--- src/rtl/comm_calib_pkg.sv ---
// Shared types and constants for the comm link delay calibration controller.
package comm_calib_pkg;

  localparam int unsigned IDX_W     = 4;
  // Galois taps for x^32 + x^22 + x^2 + x + 1
  localparam logic [31:0] PRBS_POLY = 32'h0040_0007;

  typedef enum logic [2:0] {
    ST_IDLE,
    ST_APPLY,
    ST_SETTLE,
    ST_MEASURE,
    ST_EVAL,
    ST_LOCK,
    ST_DONE
  } calib_state_t;

endpackage

--- src/rtl/comm_delay_calib_if.sv ---
// User/comm stream handshake bundle seen by the calibration arbiter.
interface comm_delay_calib_if;
  logic        usr_valid_i;
  logic [31:0] usr_data_i;
  logic        usr_ack_i;
  logic        usr_valid_o;
  logic [31:0] usr_data_o;
  logic        usr_ack_o;
  logic        comm_valid_i;
  logic [31:0] comm_data_i;
  logic        comm_ack_i;
  logic        comm_valid_o;
  logic [31:0] comm_data_o;
  logic        comm_ack_o;

  modport master (
    input  usr_valid_i, usr_data_i, usr_ack_o,
    input  comm_ack_i, comm_valid_o, comm_data_o,
    output usr_ack_i, usr_valid_o, usr_data_o,
    output comm_valid_i, comm_data_i, comm_ack_o
  );

  modport slave (
    output usr_valid_i, usr_data_i, usr_ack_o,
    output comm_ack_i, comm_valid_o, comm_data_o,
    input  usr_ack_i, usr_valid_o, usr_data_o,
    input  comm_valid_i, comm_data_i, comm_ack_o
  );
endinterface

--- src/rtl/comm_calib_prbs32.sv ---
// Seeded 32-bit Galois LFSR; advances one step per enabled cycle.
module comm_calib_prbs32
  import comm_calib_pkg::*;
#(
    parameter logic [31:0] SEED = 32'h0000_0001
) (
    input  logic        i_clk,
    input  logic        i_rst,
    input  logic        i_adv,
    output logic [31:0] o_lfsr
);

    logic [31:0] r_lfsr;

    always_ff @(posedge i_clk) begin
        if (i_rst) begin
            r_lfsr <= SEED;
        end else if (i_adv) begin
            r_lfsr <= {r_lfsr[30:0], 1'b0} ^ (r_lfsr[31] ? PRBS_POLY : '0);
        end
    end

    assign o_lfsr = r_lfsr;

endmodule

--- src/rtl/comm_delay_calib.sv ---
// Sweeps valid/sample delays under PRBS traffic, scores each point on the raw
// compare stream, locks the best one, and otherwise passes user traffic through.
module comm_delay_calib
  import comm_calib_pkg::*;
#(
    parameter int unsigned NSAMP     = 256,
    parameter int unsigned SETTLE    = 64,
    parameter int unsigned TIMEOUT   = 4096,
    parameter int unsigned ERRW      = 16,
    parameter logic [31:0] PRBS_SEED = 32'h0000_0001
) (
    input  logic                CLK,
    input  logic                RST,
    input  logic                start,
    output logic                busy,
    output logic                done,
    output logic                fail,
    output logic [ERRW-1:0]     best_err,
    output logic [IDX_W-1:0]    ad1_delay,
    output logic [IDX_W-1:0]    ad2_delay,
    output logic [IDX_W-1:0]    ad_valid_delay,
    input  logic                valid_raw,
    input  logic [7:0]          raw_send_d,
    input  logic [7:0]          raw_recv,
    comm_delay_calib_if.master  bus
);

    calib_state_t       r_state, w_next;
    logic [31:0]        r_cnt, r_samp, r_tmo;
    logic [ERRW-1:0]    r_err, r_best_err;
    logic [IDX_W-1:0]   r_v, r_s, r_rec_v, r_rec_s, r_vdly, r_sdly;
    logic               r_fail, r_done;
    logic               w_busy, w_mism, w_samp_hit, w_tmo_hit, w_last_pt, w_lfsr_adv;
    logic [31:0]        w_lfsr;
    logic               w_unused_raw;

    assign w_busy       = r_state inside {ST_APPLY, ST_SETTLE, ST_MEASURE, ST_EVAL, ST_LOCK};
    assign w_mism       = raw_send_d[5:0] != raw_recv[5:0];
    assign w_samp_hit   = valid_raw && (r_samp == NSAMP - 1);
    assign w_tmo_hit    = r_tmo == TIMEOUT - 1;
    assign w_last_pt    = (r_v == '1) && (r_s == '1);
    assign w_lfsr_adv   = w_busy && bus.comm_ack_i;
    assign w_unused_raw = ^{raw_send_d[7:6], raw_recv[7:6]};

    comm_calib_prbs32 #(.SEED(PRBS_SEED)) u_prbs (
        .i_clk  (CLK),
        .i_rst  (RST),
        .i_adv  (w_lfsr_adv),
        .o_lfsr (w_lfsr)
    );

    always_ff @(posedge CLK) begin
        if (RST) r_state <= ST_IDLE;
        else     r_state <= w_next;
    end

    always_comb begin
        w_next = r_state;
        unique case (r_state)
            ST_IDLE, ST_DONE: if (start) w_next = ST_APPLY;
            ST_APPLY:         w_next = ST_SETTLE;
            ST_SETTLE:        if (r_cnt == SETTLE - 1) w_next = ST_MEASURE;
            ST_MEASURE:       if (w_samp_hit || w_tmo_hit) w_next = ST_EVAL;
            ST_EVAL:          w_next = w_last_pt ? ST_LOCK : ST_APPLY;
            ST_LOCK:          w_next = ST_DONE;
            default:          w_next = ST_IDLE;
        endcase
    end

    always_ff @(posedge CLK) begin
        if (RST) begin
            r_v        <= '0;
            r_s        <= '0;
            r_rec_v    <= '0;
            r_rec_s    <= '0;
            r_vdly     <= '0;
            r_sdly     <= '0;
            r_cnt      <= '0;
            r_samp     <= '0;
            r_tmo      <= '0;
            r_err      <= '0;
            r_best_err <= '0;
            r_fail     <= 1'b0;
            r_done     <= 1'b0;
        end else begin
            r_done <= (r_state == ST_LOCK);
            unique case (r_state)
                ST_IDLE, ST_DONE: begin
                    if (start) begin
                        r_v        <= '0;
                        r_s        <= '0;
                        r_rec_v    <= '0;
                        r_rec_s    <= '0;
                        r_best_err <= '1;
                        r_fail     <= 1'b0;
                    end
                end
                ST_APPLY: begin
                    r_vdly <= r_v;
                    r_sdly <= r_s;
                    r_cnt  <= '0;
                    r_samp <= '0;
                    r_tmo  <= '0;
                    r_err  <= '0;
                end
                ST_SETTLE: r_cnt <= r_cnt + 32'd1;
                ST_MEASURE: begin
                    r_tmo <= r_tmo + 32'd1;
                    if (valid_raw) begin
                        r_samp <= r_samp + 32'd1;
                        if (w_mism && (r_err != '1)) r_err <= r_err + ERRW'(1);
                    end
                    // A sample that completes the point beats a coincident timeout
                    if (w_tmo_hit && !w_samp_hit) r_err <= '1;
                end
                ST_EVAL: begin
                    if (r_err < r_best_err) begin
                        r_best_err <= r_err;
                        r_rec_v    <= r_v;
                        r_rec_s    <= r_s;
                    end
                    r_s <= r_s + IDX_W'(1);
                    if (r_s == '1) r_v <= r_v + IDX_W'(1);
                end
                ST_LOCK: begin
                    r_vdly <= r_rec_v;
                    r_sdly <= r_rec_s;
                    r_fail <= (r_best_err != '0);
                end
                default: ;
            endcase
        end
    end

    // PRBS owns the link while busy; RX beats are acked and dropped
    always_comb begin
        if (w_busy) begin
            bus.comm_valid_i = 1'b1;
            bus.comm_data_i  = w_lfsr;
            bus.usr_ack_i    = 1'b0;
            bus.usr_valid_o  = 1'b0;
            bus.usr_data_o   = bus.comm_data_o;
            bus.comm_ack_o   = 1'b1;
        end else begin
            bus.comm_valid_i = bus.usr_valid_i;
            bus.comm_data_i  = bus.usr_data_i;
            bus.usr_ack_i    = bus.comm_ack_i;
            bus.usr_valid_o  = bus.comm_valid_o;
            bus.usr_data_o   = bus.comm_data_o;
            bus.comm_ack_o   = bus.usr_ack_o;
        end
    end

    assign busy           = w_busy;
    assign done           = r_done;
    assign fail           = r_fail;
    assign best_err       = r_best_err;
    assign ad_valid_delay = r_vdly;
    assign ad1_delay      = r_sdly;
    assign ad2_delay      = r_sdly;

endmodule

--- src/flat_wrapper.sv ---
// flat-port wrapper written by rule: the top's interface ports become plain ports
module comm_delay_calib_flat import comm_calib_pkg::*;
#(
    parameter int unsigned NSAMP     = 256,
    parameter int unsigned SETTLE    = 64,
    parameter int unsigned TIMEOUT   = 4096,
    parameter int unsigned ERRW      = 16,
    parameter logic [31:0] PRBS_SEED = 32'h0000_0001
)
  (CLK, RST, start, busy, done, fail, best_err, ad1_delay, ad2_delay, ad_valid_delay, valid_raw, raw_send_d, raw_recv, bus_usr_valid_i, bus_usr_data_i, bus_usr_ack_o, bus_comm_ack_i, bus_comm_valid_o, bus_comm_data_o, bus_usr_ack_i, bus_usr_valid_o, bus_usr_data_o, bus_comm_valid_i, bus_comm_data_i, bus_comm_ack_o);
  comm_delay_calib_if bus_i ();
  input  logic CLK;
  input  logic RST;
  input  logic start;
  output logic busy;
  output logic done;
  output logic fail;
  output logic [ERRW-1:0] best_err;
  output logic [IDX_W-1:0] ad1_delay;
  output logic [IDX_W-1:0] ad2_delay;
  output logic [IDX_W-1:0] ad_valid_delay;
  input  logic valid_raw;
  input  logic [7:0] raw_send_d;
  input  logic [7:0] raw_recv;
  input wire logic [$bits(bus_i.usr_valid_i)-1:0] bus_usr_valid_i;
  input wire logic [$bits(bus_i.usr_data_i)-1:0] bus_usr_data_i;
  input wire logic [$bits(bus_i.usr_ack_o)-1:0] bus_usr_ack_o;
  input wire logic [$bits(bus_i.comm_ack_i)-1:0] bus_comm_ack_i;
  input wire logic [$bits(bus_i.comm_valid_o)-1:0] bus_comm_valid_o;
  input wire logic [$bits(bus_i.comm_data_o)-1:0] bus_comm_data_o;
  output wire logic [$bits(bus_i.usr_ack_i)-1:0] bus_usr_ack_i;
  output wire logic [$bits(bus_i.usr_valid_o)-1:0] bus_usr_valid_o;
  output wire logic [$bits(bus_i.usr_data_o)-1:0] bus_usr_data_o;
  output wire logic [$bits(bus_i.comm_valid_i)-1:0] bus_comm_valid_i;
  output wire logic [$bits(bus_i.comm_data_i)-1:0] bus_comm_data_i;
  output wire logic [$bits(bus_i.comm_ack_o)-1:0] bus_comm_ack_o;
  assign bus_i.usr_valid_i = bus_usr_valid_i;
  assign bus_i.usr_data_i = bus_usr_data_i;
  assign bus_i.usr_ack_o = bus_usr_ack_o;
  assign bus_i.comm_ack_i = bus_comm_ack_i;
  assign bus_i.comm_valid_o = bus_comm_valid_o;
  assign bus_i.comm_data_o = bus_comm_data_o;
  assign bus_usr_ack_i = bus_i.usr_ack_i;
  assign bus_usr_valid_o = bus_i.usr_valid_o;
  assign bus_usr_data_o = bus_i.usr_data_o;
  assign bus_comm_valid_i = bus_i.comm_valid_i;
  assign bus_comm_data_i = bus_i.comm_data_i;
  assign bus_comm_ack_o = bus_i.comm_ack_o;
  comm_delay_calib #(.NSAMP(NSAMP), .SETTLE(SETTLE), .TIMEOUT(TIMEOUT), .ERRW(ERRW), .PRBS_SEED(PRBS_SEED)) u_core (.CLK(CLK), .RST(RST), .start(start), .busy(busy), .done(done), .fail(fail), .best_err(best_err), .ad1_delay(ad1_delay), .ad2_delay(ad2_delay), .ad_valid_delay(ad_valid_delay), .valid_raw(valid_raw), .raw_send_d(raw_send_d), .raw_recv(raw_recv), .bus(bus_i));
endmodule
--- config.mk ---
export PLATFORM = sky130hd
export DESIGN_NAME = comm_delay_calib_flat
export DESIGN_NICKNAME = d
export VERILOG_FILES = /design/src/rtl/comm_calib_pkg.sv /design/src/rtl/comm_delay_calib_if.sv /design/src/rtl/comm_calib_prbs32.sv /design/src/rtl/comm_delay_calib.sv /design/src/flat_wrapper.sv
export SDC_FILE = /design/constraint.sdc
export NUM_CORES = 1
export LEC_CHECK = 0
export CORE_MARGIN = 2
export CORE_UTILIZATION = 54
export CTS_BUF_LIST = sky130_fd_sc_hd__clkbuf_4 sky130_fd_sc_hd__clkbuf_8
export CTS_CLUSTER_SIZE = 16
export DETAILED_ROUTE_END_ITERATION = 8
export GPL_TIMING_DRIVEN = 1
export PLACE_DENSITY_LB_ADDON = 0.1
export SKIP_CTS_REPAIR_TIMING = 1
export SLEW_MARGIN = 10
export SYNTH_ARGS = -nofsm -noshare
export SYNTH_HDL_FRONTEND = slang
export SYNTH_SLANG_ARGS = --single-unit
--- constraint.sdc ---
create_clock -name CLK -period 2.7 [get_ports CLK]
set_clock_uncertainty 0.2 [all_clocks]
set_input_delay 0.27 -clock CLK [delete_from_list [all_inputs] [get_ports CLK]]
set_output_delay 0.27 -clock CLK [all_outputs]
set_load 0.05 [all_outputs]
; ---- Word-level counts from Yosys, hierarchy flattened
; Index checks and enable logic that the tools add are counted.
[totals]
regBits = 189
inputBits = 88
word_cells = 101
[op_classes]
n_addsub = 6
order_cmp = 1
n_eq_ne = 21
mux = 34
bitwise = 1
n_reduce_logical = 23
[op_table]
columns = op, n
row1 = case mux 32 bit (2 select lines), 3
row2 = adder 32 x 1 -> 32 bit (second input constant), 3
row3 = 2-to-1 mux 16 bit, 5
row4 = 2-to-1 mux 32 bit, 2
row5 = case mux 16 bit (2 select lines), 2
row6 = case mux 4 bit (2 select lines), 6
row7 = equality test 32 x 12 -> 1 bit (second input constant), 1
row8 = equality test 32 x 6 -> 1 bit (second input constant), 1
row9 = equality test 32 x 8 -> 1 bit (second input constant), 1
row10 = bitwise XOR 32 bit, 1
row11 = 2-to-1 mux 23 bit, 1
row12 = case mux 3 bit (6 select lines), 1
row13 = adder 16 x 1 -> 16 bit (second input constant), 1
row14 = less-than comparator 16 bit, 1
row15 = 2-to-1 mux 4 bit, 4
row16 = inequality test 16 bit (second input constant), 1
row17 = nonzero test 16 bit, 1
row18 = 2-to-1 mux 3 bit, 4
row19 = inequality test 2 bit (second input constant), 6
row20 = AND reduction 3 bit, 4
row21 = nonzero test 2 bit, 5
row22 = equality test 3 bit (second input constant), 3
row23 = adder 4 x 1 -> 4 bit (second input constant), 2
row24 = equality test 4 bit (second input constant), 2
row25 = 13 further kinds, 25

; ---- Logic depth before layout (Yosys ltp)
; Gate-level depths: netlist of run 1.
[depth]
depth_word = 6
ltp_mapped = 9
mapped_depth_nobuf = 8

; ---- Cells and area by module
; Synthesis of run 1 repeated with hierarchy kept, for this count alone.
[hier_totals]
hier_cells = 1181
area_unflattened_um2 = 10045.9
[modules_own_cells]
columns = module, n_inst, cells_each, area_per_inst_um2, seq_area_each_um2
row1 = comm_delay_calib, 1, 1074, 8841.0, 3143.0
row2 = comm_calib_prbs32, 1, 107, 1204.9, 640.6

; ---- Worst setup path after synthesis of run 1
; Ideal clock, no wire load.
[synth_path]
path_kind = reg-to-reg
start = register u_core.r_best_err[5] (netlist: u_core.best_err[5])
end = register u_core.r_best_err[0] (netlist: u_core.best_err[0])
setup_time_ns = 0.072
arrival_ns = 2.431
required_time_ns = 2.428
slack_ns = -0.002
path_stages_with_launch = 10
period_less_slack_ns = 2.702
path_cell_list = dfxtp_1 -> inv_1 -> ha_1 -> a21o_1 -> a21o_1 -> a21oi_1 -> o31ai_2 -> a21oi_1 -> buf_2 -> mux2i_1
[synth_via]
elab_chain_len = 3
[synth_lines]
columns = item, line_no
row1 = "start, declared", comm_delay_calib.sv:30  ; logic [ERRW-1:0] r_err, r_best_err;
row2 = "start signal, assigned", comm_delay_calib.sv:118  ; r_best_err <= r_err;
row3 = less-than comparator 16 bit, comm_delay_calib.sv:117  ; if (r_err < r_best_err) begin
row4 = inequality test 2 bit (no source line), n/a
row5 = AND reduction 3 bit (no source line), n/a
; Every way passes these cells.
; A chain may end at the register's enable or synchronous reset.

; ---- Worst setup path after layout of run 1
[layout_path]
start = register u_core.r_state[1]
end = output bus_comm_data_i[16]
[layout_via]
elab_chain_len = 3
word_cells_on_any_way = 7
[layout_lines]
columns = item, line_no
row1 = "start, declared", comm_delay_calib.sv:28  ; calib_state_t r_state, w_next;
row2 = "start signal, assigned", comm_delay_calib.sv:54  ; else r_state <= w_next;
row3 = "equality test 3 x 1 -> 1 bit, or another cell as far along", comm_delay_calib.sv:37  ; assign w_busy = r_state inside {ST_APPLY, ST_SETTLE, ST_MEASURE, ST_EVAL, ST_LOCK};
row4 = nonzero test 5 bit *, comm_delay_calib.sv:37
row5 = 2-to-1 mux 32 bit *, comm_delay_calib.sv:137  ; if (w_busy) begin
row6 = "end, declared", flat_wrapper.sv:35  ; output wire logic [$bits(bus_i.comm_data_i)-1:0] bus_comm_data_i;
; Mark *: on every way between the ends. The rest lies on a longest branch, timed or not.

==> results of run 1 <==
[final cells by class]
| class | count | area, µm² |
|---|---|---|
| Timing Repair Buffer | 160 | 1480 |
| Clock inverter | 12 | 206 |
| Clock buffer | 20 | 263 |
| Sequential cell | 189 | 3790 |
| Multi-Input combinational cell | 875 | 5500 |
| Tap cell | 229 | 287 |
| Inverter | 35 | 131 |
| Fill cell | 1544 | 6310 |
[tightest hold or removal path: stages, from the launching register on]
cell	delay, ns
dfxtp_1	0.33
nand2_1	0.05
a21oi_1	0.05
[sequential cells by signal, indices dropped and copies added, names as in the netlist]
register / cells
u_core.r_cnt: 32
u_core.r_samp: 32
u_core.r_tmo: 32
u_core.u_prbs.o_lfsr: 32
u_core.best_err: 16
u_core.r_err: 16
u_core.ad1_delay: 4
u_core.ad_valid_delay: 4
u_core.r_rec_s: 4
u_core.r_rec_v: 4
u_core.r_s: 4
u_core.r_v: 4
u_core.r_state: 3
u_core.done: 1
u_core.fail: 1
[kinds of logic (layout without fill, tap and decap cells)]
family          Yosys count  in the layout  share of synthesized area, %
buf+inv                 130            227                          6.51
compound gates          217            217                          15.0
fa+ha+maj                21             21                          2.65
mux                      60             60                          6.57
simple gates            517            517                          25.8
xor+xnor                 60             60                          5.31
flops                   189            189                          38.2
[metal layers]
metal / share of wire (%) / wire [µm] / track usage [%] / vias up
li1: - / - / - / 4396
met1: 46 / 10700 / 31.5 / 4130
met2: 48 / 10900 / 39.1 / 193
met3: 4.6 / 1050 / 4.16 / 35
met4: 1.6 / 369 / 6.65 / 0
met5: 0 / 0 / 0 / -
[worst min-delay path by stage]
stage	endpoint	slack, ns	depth (start not counted)
2_1_floorplan	u_core.u_prbs.o_lfsr[10]	0.24	2
3_5_place_dp	u_core.u_prbs.o_lfsr[8]	0.26	2
6_report	u_core.u_prbs.o_lfsr[8]	0.27	2
4_1_cts	u_core.r_samp[1]	-0.05	2
3_3_place_gp	u_core.r_rec_s[2]	0.25	2
5_1_grt	u_core.u_prbs.o_lfsr[8]	0.29	2
[where the power goes]
| part | internal [W] | leakage [nW] | total [W] | switching, W |
|---|---|---|---|---|
| Clock | 0.00116 | 0.235 | 0.00219 | 0.00103 |
| Sequential | 0.00285 | 1.53 | 0.00292 | 0.0000679 |
| Combinational | 0.000526 | 2.37 | 0.00143 | 0.000909 |
| Total | 0.00453 | 4.13 | 0.00654 | 0.00201 |
[cells in the final DEF, fill, tap and decap left out, types with 4 or more instances in the layout]
master and n:
nor2_1 123, o21a_1 5, mux2_2 34, or3_1 14
o211ai_1 8, a21o_1 9, mux2i_1 20, or2_2 9
xnor2_1 29, nor2b_1 4, clkbuf_8 18, and2_1 11
nand3_1 57, nor4_1 25, a22oi_1 8, and3_1 14
buf_12 6, a21oi_1 71, o21ai_0 28, buf_4 73
nand2_1 153, ha_1 21, xor2_1 31, clkdlybuf4s50_1 80
and4_1 10, o21ai_1 5, dfxtp_1 187, a211oi_1 17
o311a_1 14, a211o_1 19, nand4_1 36, bufinv_16 5
o31a_1 7, nor3_1 34, mux2_1 6, inv_1 34
a311oi_1 4
[stage by stage]
| step | hold WS, ns | utilization (%) | instance area (µm²) | setup slack [ns] |
|---|---|---|---|---|
| floorplan | 0.242 | - | 9900 | 0.0528 |
| global placement | 0.253 | 62.1 | 11200 | 0.150 |
| detailed placement | 0.258 | 62.1 | 11200 | 0.103 |
| CTS | -0.0497 | 64.7 | 11600 | 0.0439 |
| global route | 0.293 | 64.8 | 11600 | 0.00252 |
| finish | 0.271 | 64.8 | 11600 | 0.0857 |
==> run summary, run 1 <==
Pleak = 4.13 nW
PD cells = 561 mW/mm²
sequential fraction of the synthesis area = 38.2%
cts bufs inserted = 17
Max Cap Violations = 0
Residual DRC = 0
DP HPWL = 16,200 µm
Routed wire per std cell = 15.1 µm
top cells by area, synth = dfxtp_1, nand2_1, nor2_1
clk slew on worst S/H paths = 0.09 ns
period utilization = 96.8%
TritonRoute pass-1 iters = 5
clk_lat worst skew = 0.47 ns
Seq cells post-synth = 189
Data required, critical path = 2.23 ns
Pwr Total = 0.00654 W
prevailing post-synth register cell = dfxtp_1
CP top delay family = buffers and inverters
CTS tree = yes
RR Endpoint = u_core.r_err[7]
# clock sinks = 189
first-pass GRT wire length = 38,700 µm
Via-to-Cell Ratio = 5.76
CP max stage delay = 0.40 ns
final setup fails = 0
Longest Clk Path Bufs = 2
proportion of layout cells with a drive suffix above 1 = 14.1%
Worst Path Max Fanout = 39
Via Count = 8,754
Critical Path AT = 2.14 ns
routed wire length = 23,000 µm
CP Cell Sequence = buf_12, nor3_1, a21oi_4, buf_12, mux2_2, buf_4
port bufs = 118
final cell count without fillers = 1,520
Total GRT Usage = 23.5%
Layout Nets = 1,387
I/O pin count = 187
maximum VDD drop = 0.321 mV
Async SR Flop Fraction = 0%
CP dominant cell by count = buf_12
slew at the pin with the worst max-slew slack = 0.859 ns
unrepaired setup endpoints after global routing = false
minimum clock period = 2.61 ns
initial antenna violation count = 0
Starting Density = 55.1%
Post-Syn Instances = 1,194
crit path from = u_core.r_state[1]
Slew HR = 42.7%
ANT nets after route = 0
area grow syn2layout = 17.7%
reg-to-reg setup timing slack = 0.22 ns
hold crit path type = reg -> reg
Rows = 49
top-count cell post-synth = dfxtp_1
H-tree depth = 4
f_max = 0.383 GHz
Buf+Inv Stages, Crit Path = 3
Synth Cell Area = 0.00990 mm²
startpoint types = flop
core area = 0.0180 mm²
Post-synth EDFFs = 0
Synth Net Count = 1,303
Final Hold Fails = 0
Die Height = 139 µm
ant diodes = 0
worst r2r src = u_core.r_tmo[0]
outcome = finished, final reports clean
Max Slew Vio Count = 0
Synth top cells by count = dfxtp_1, nand2_1, nor2_1
largest net degree at the start of global routing = 81
crit path kind = reg -> out
endpoint class of the critical path = primary output
top cell type's share of synthesized area = 38.2%
Final TNS setup = 0 ns
Worst path slowest cell = dfxtp_1
GPL Wtd Cong = 0.896
synthesized area per cell = 8.29 µm²
Placed Instances = 1,487
vias in the first global route = 7,866
critical path endpoint = bus_comm_data_i[16]
synth warn = 0
path depth of the worst reg2reg path = 8
Yosys cell types = 69
CTS root buf = clkbuf_8
Synth area leader = dfxtp_1
Initial DRC Count = 495
instance count on the critical path = 6
die width = 139 µm
worst hold start = u_core.u_prbs.o_lfsr[7]
GRT Residual Overflow = 0
Total Die Area = 0.0194 mm²
Power figures use the tool's default switching activity.
==> run 2, diff against run 1 <==
--- a/config.mk
+++ b/config.mk
@@ -13,7 +13,6 @@
 export GPL_TIMING_DRIVEN = 1
 export PLACE_DENSITY_LB_ADDON = 0.1
 export SKIP_CTS_REPAIR_TIMING = 1
-export SLEW_MARGIN = 10
 export SYNTH_ARGS = -nofsm -noshare
 export SYNTH_HDL_FRONTEND = slang
 export SYNTH_SLANG_ARGS = --single-unit
==> results of run 2 <==
No change in the layout: final DEF, timing and power equal those of run 1.
==> run 3, diff against run 2 <==
--- a/config.mk
+++ b/config.mk
@@ -5,6 +5,7 @@
 export SDC_FILE = /design/constraint.sdc
 export NUM_CORES = 1
 export LEC_CHECK = 0
+export CAP_MARGIN = 20
 export CORE_MARGIN = 2
 export CORE_UTILIZATION = 54
 export CTS_BUF_LIST = sky130_fd_sc_hd__clkbuf_4 sky130_fd_sc_hd__clkbuf_8
==> results of run 3 <==
No change in the layout: final DEF, timing and power equal those of run 1.
